File: src/rtl/shift_reg_seq.sv
// Sequencer for a WIDTH-bit bidirectional serial shift register: swaps a new word in, returns the old one.
// Optional flush feature enabled by defining SHIFT_SEQ_FLUSH_EN (adds input `flush`).
module shift_reg_seq #(
  parameter int WIDTH = 4,
  parameter int DIV   = 1
) (
  input  logic             clk,
  input  logic             reset,
  input  logic [WIDTH-1:0] tx_data,
  input  logic             tx_valid,
  output logic             tx_ready,
  input  logic             msb_first,
  input  logic             shift_dir,
`ifdef SHIFT_SEQ_FLUSH_EN
  input  logic             flush,
`endif
  output logic             sr_S_in,
  output logic             sr_dir,
  output logic             sr_enable,
  input  logic             sr_S_out,
  output logic [WIDTH-1:0] rx_data,
  output logic             rx_valid,
  input  logic             rx_ready,
  output logic             busy
);

  localparam int BW = (WIDTH > 1) ? $clog2(WIDTH) : 1;
  localparam int DW = (DIV > 1) ? $clog2(DIV) : 1;

  typedef enum logic [1:0] {IDLE, SHIFT, DONE} state_t;

  state_t           state_q, state_d;
  logic [WIDTH-1:0] tx_q, tx_d;
  logic [WIDTH-1:0] rx_q, rx_d;
  logic             msb_q, msb_d;
  logic             dir_q, dir_d;
  logic             flush_q, flush_d;
  logic [BW-1:0]    bit_cnt_q, bit_cnt_d;
  logic [DW-1:0]    div_cnt_q, div_cnt_d;
  logic [BW-1:0]    idx;
  logic             strobe;
  logic             flush_req;

`ifdef SHIFT_SEQ_FLUSH_EN
  assign flush_req = flush;
`else
  assign flush_req = 1'b0;
`endif

  always_comb begin
    state_d   = state_q;
    tx_d      = tx_q;
    rx_d      = rx_q;
    msb_d     = msb_q;
    dir_d     = dir_q;
    flush_d   = flush_q;
    bit_cnt_d = bit_cnt_q;
    div_cnt_d = div_cnt_q;
    // Same bit index maps the outgoing tx bit and the incoming rx bit.
    idx       = msb_q ? (BW'(WIDTH - 1) - bit_cnt_q) : bit_cnt_q;
    strobe    = (state_q == SHIFT) && (div_cnt_q == DW'(DIV - 1));

    case (state_q)
      IDLE: begin
        if (flush_req) begin
          tx_d      = '0;
          msb_d     = 1'b1;
          dir_d     = shift_dir;
          flush_d   = 1'b1;
          bit_cnt_d = '0;
          div_cnt_d = '0;
          state_d   = SHIFT;
        end else if (tx_valid) begin
          tx_d      = tx_data;
          rx_d      = '0;
          msb_d     = msb_first;
          dir_d     = shift_dir;
          flush_d   = 1'b0;
          bit_cnt_d = '0;
          div_cnt_d = '0;
          state_d   = SHIFT;
        end
      end
      SHIFT: begin
        div_cnt_d = strobe ? '0 : div_cnt_q + DW'(1);
        if (strobe) begin
          if (!flush_q) rx_d[idx] = sr_S_out;
          bit_cnt_d = bit_cnt_q + BW'(1);
          if (bit_cnt_q == BW'(WIDTH - 1)) begin
            bit_cnt_d = '0;
            state_d   = flush_q ? IDLE : DONE;
          end
        end
      end
      DONE: begin
        if (rx_ready) state_d = IDLE;
      end
      default: state_d = IDLE;
    endcase
  end

  always_ff @(posedge clk) begin
    if (!reset) begin
      state_q   <= IDLE;
      rx_q      <= '0;
      msb_q     <= 1'b0;
      dir_q     <= 1'b0;
      flush_q   <= 1'b0;
      bit_cnt_q <= '0;
      div_cnt_q <= '0;
    end else begin
      state_q   <= state_d;
      rx_q      <= rx_d;
      msb_q     <= msb_d;
      dir_q     <= dir_d;
      flush_q   <= flush_d;
      bit_cnt_q <= bit_cnt_d;
      div_cnt_q <= div_cnt_d;
    end
  end

  // Outgoing word needs no reset: sr_S_in is gated off outside SHIFT.
  always_ff @(posedge clk) begin
    tx_q <= tx_d;
  end

  assign tx_ready  = (state_q == IDLE);
  assign busy      = (state_q != IDLE);
  assign rx_valid  = (state_q == DONE);
  assign sr_enable = strobe;
  assign sr_S_in   = (state_q == SHIFT) & tx_q[idx];
  assign sr_dir    = (state_q != IDLE) & dir_q;
  assign rx_data   = rx_q;

endmodule

File: config.mk
export PLATFORM = sky130hd
export DESIGN_NAME = shift_reg_seq
export DESIGN_NICKNAME = d
export VERILOG_FILES = /design/src/rtl/shift_reg_seq.sv
export SDC_FILE = /design/constraint.sdc
export NUM_CORES = 1
export LEC_CHECK = 0
export ABC_AREA = 1
export CORE_MARGIN = 2
export CORE_UTILIZATION = 45
export CTS_CLUSTER_SIZE = 10
export DETAILED_ROUTE_END_ITERATION = 6
export GPL_TIMING_DRIVEN = 1
export PLACE_DENSITY = 0.84
export SLEW_MARGIN = 20
export SYNTH_ARGS = -nofsm -noshare
export SYNTH_HDL_FRONTEND = slang
export SYNTH_SLANG_ARGS = --single-unit
File: constraint.sdc
create_clock -name clk -period 1.2 [get_ports clk]
set_input_delay 0.24 -clock clk [delete_from_list [all_inputs] [get_ports clk]]
set_output_delay 0.24 -clock clk [all_outputs]
set_load 0.01 [all_outputs]
==> reports/qor.yml, run 1 <==
status: "complete, but fails checks"
violations: "negative setup slack"
start_util_pct: 48.17
grt_usage_pct: 24.40
grt_max_degree: 10
worst_pin_slew_ns: 0.2594
mostFrequentLayoutCell: "nand2_1"
syn_area_um2: 725.7
grt_pass1_vias: 837
slew_viol_final: 0
setup_viol: 20
fin_skew_ns: 0.008268
diodes: 0
required_ns: 0.96
min_period_over_period_pct: 132.0
synth_fp_nets: 113
fin_nets: 162
crit_path_end_kind: "output port"
die_area_um2: 1950
dp_slack_ns: -0.5625
dr.first_iter.drc_count: 43
clkTransAtPathRegs_ns: 0.09
grt_pass1_wl_mm: 3.498
slowest_delay_ns: 0.38
portBuffers: 20
synth-edff-count: 4
r2r_setup_slack_ns: -0.26
p_int_w: 0.001037
fin_util_pct: 90.20
cts_sinks: 15
drive_above_1_share_pct: 55.70
grt_remaining_overflow: 0
p_seq_share_pct: 36.6
final.setup.worst_slack_ns: -0.3843
hp-class: "register to register"
avgSynthCellArea_um2: 7.185
clock_latency_ns: 0.29
p_clk_share_pct: 17.9
syn_to_final_growth_pct: 87.24
r2r_end: "rx_data[3]"
coreArea_um2: 1506
p_switching_w: 0.0006067
crit_buf_inv: 2
arrival_ns: 1.34
cts_buffer_depth: 2
antenna_found_initial: 0
ir_drop_mv: 0.9760
pin_count: 21
die_h_um: 44.16
antenna_left: 0
worstSetupPathType: "register to output port"
clock.fmax_mhz: 631.2
r2r-start: "msb_q"
drv_cap: 0
max_slew_margin_pct: 82.65
dpl.hpwl_mm: 1.428
vias: 976
synth.yosys.warnings: 0
p_comb_share_pct: 45.5
cts_root_buf: "clkbuf_4"
leakagePower_nw: 0.5792
cts_made_buffers: 3
ff2ff_path_depth: 12
switching_share_pct: 36.92
crit_fanout: 4
setup.worst_path.start: "bit_cnt_q[0]"
dr.pass1.iters: 4
cp.depth: 8
endpoint: "sr_S_in"
yosysUniqueCellTypes: 15
crit_chain: "inv_4 -> nand2_1 -> nand2_2 -> nand2_2 -> nand2_2 -> nand2_2 -> a21oi_2 -> buf_2"
routed_via_density: 5.915
wl_per_cell_um: 17.82
netlist_instances: 101
hold_viol_final: 0
die-width_um: 44.16
cts_tree: "done"
finalWirelength_mm: 2.940
cp-start-kind: "register"
synth-main-ff-cell: "dfxtp_1"
holdWs_ns: 0.4648
cpLargestDelayFamily: "flip-flops"
remaining_drc_errors: 0
cp_slowest_cell: "dfxtp_4"
async_reset_ff_share_pct: 0
gp_congestion: 0.8755
ys_ff_latch: 15
crit_top_cell: "nand2_2"
seq_area_frac_synth_pct: 46.90
rsz0062_at_grt: "true"
final_cell_mix: "21 x nand2_1, 17 x nand2_2, 16 x buf_4, 10 x clkdlybuf4s50_1, 10 x buf_6"
min_period_ns: 1.584
cts_max_level: 1
power_density_nw_per_um2: 1209
rows: 14
==> flip-flops by register name (all words and copies together), names as in the netlist <==
register,flops
rx_data,4
tx_q,4
div_cnt_q,1
bit_cnt_q,2
dir_q,1
state_q,2
msb_q,1
==> how the worst min path moves through the flow <==
stage            endpoint        from  depth (start not counted)  slack (ns)
6_report       rx_data[3]  rx_data[3]                          2        0.46
5_1_grt           tx_q[2]  tx_data[2]                          1        0.49
4_1_cts             dir_q       dir_q                          2        0.46
3_5_place_dp        dir_q       dir_q                          2        0.45
3_3_place_gp   rx_data[3]  rx_data[3]                          2        0.44
2_1_floorplan     tx_q[0]  tx_data[0]                          0        0.34
==> worst reg2reg max path: cells and delay by family (launching register included) <==
kind,cells,cell delay [ns]
AOI/OAI and AO/OA,1,0.10
DFF,1,0.39
buffers and inverters,5,0.55
and+or+nand+nor,6,0.36
==> cells in the mapped netlist (2+ instances only) <==
cell type	count	area (um^2)
nand2_1	38	142.6
nor2_1	8	30.03
o21ai_0	5	25.02
edfxtp_1	4	120.1
dfxtp_1	11	220.2
a21oi_1	11	55.05
inv_1	12	45.04
nand4_1	4	25.02
nand2_2	2	12.51
==> metal layers <==
layer / part of all wire (%) / global-route usage (%)
met1: 41 / 28.68
met2: 48 / 42.35
met3: 7.2 / 6.531
met4: 3.3 / 9.091
met5: 0 / 0
==> power groups by stage <==
stage	logic, W	registers [W]	clock network (W)
5_1_grt	0.000778	0.000606	0.000331
2_1_floorplan	0.000228	0.000591	0
4_1_cts	0.000520	0.000592	0.000292
3_3_place_gp	0.000412	0.000591	0
6_report	0.000747	0.000602	0.000294
3_5_place_dp	0.000433	0.000594	0
==> metrics by stage <==
| step | setup TNS (ns) | instances | area, um^2 | total power, W |
|---|---|---|---|---|
| after floorplan | 0 | 101 | 729.5 | 0.0008188 |
| after global placement | -2.269 | 149 | 1040 | 0.001004 |
| after detailed placement | -3.054 | 149 | 1040 | 0.001027 |
| after CTS | -0.6303 | 159 | 1150 | 0.001405 |
| after global routing | -3.307 | 165 | 1359 | 0.001715 |
| final | -2.178 | 165 | 1359 | 0.001643 |
==> timing repair <==
action / 4_1_cts / 5_1_grt
gates resized for setup: 59 / 41
hold buffers: 0 / 0
pin swaps: 10 / 17
setup endpoints to repair: 21 / 21
cloned: 1 / 0
setup buffers: 5 / 6
==> kinds of logic after synthesis <==
family                     Yosys count  synth area share (%)
buffers and inverters               13                 6.723
DFF                                 15                 46.90
AOI/OAI and AO/OA                   17                 13.28
adders and majority gates            1                 1.724
and+or+nand+nor                     55                 31.38
==> cell type report <==
type | count | area, um^2
fill | 65 | 147.6
clock inverter | 1 | 5.005
clock buffer | 3 | 22.52
timing repair buffer | 43 | 392.9
inverter | 13 | 61.31
multi-input combinational | 74 | 503.0
sequential | 15 | 354.1
tap | 16 | 20.02
Power figures use the tool's default switching activity.
==> run 2, diff against run 1 <==
- CTS_CLUSTER_SIZE: 10 -> default
- TNS_END_PERCENT: default -> 100
==> results of run 2 <==
The final DEF is identical to that of run 1; final timing and power are the same.
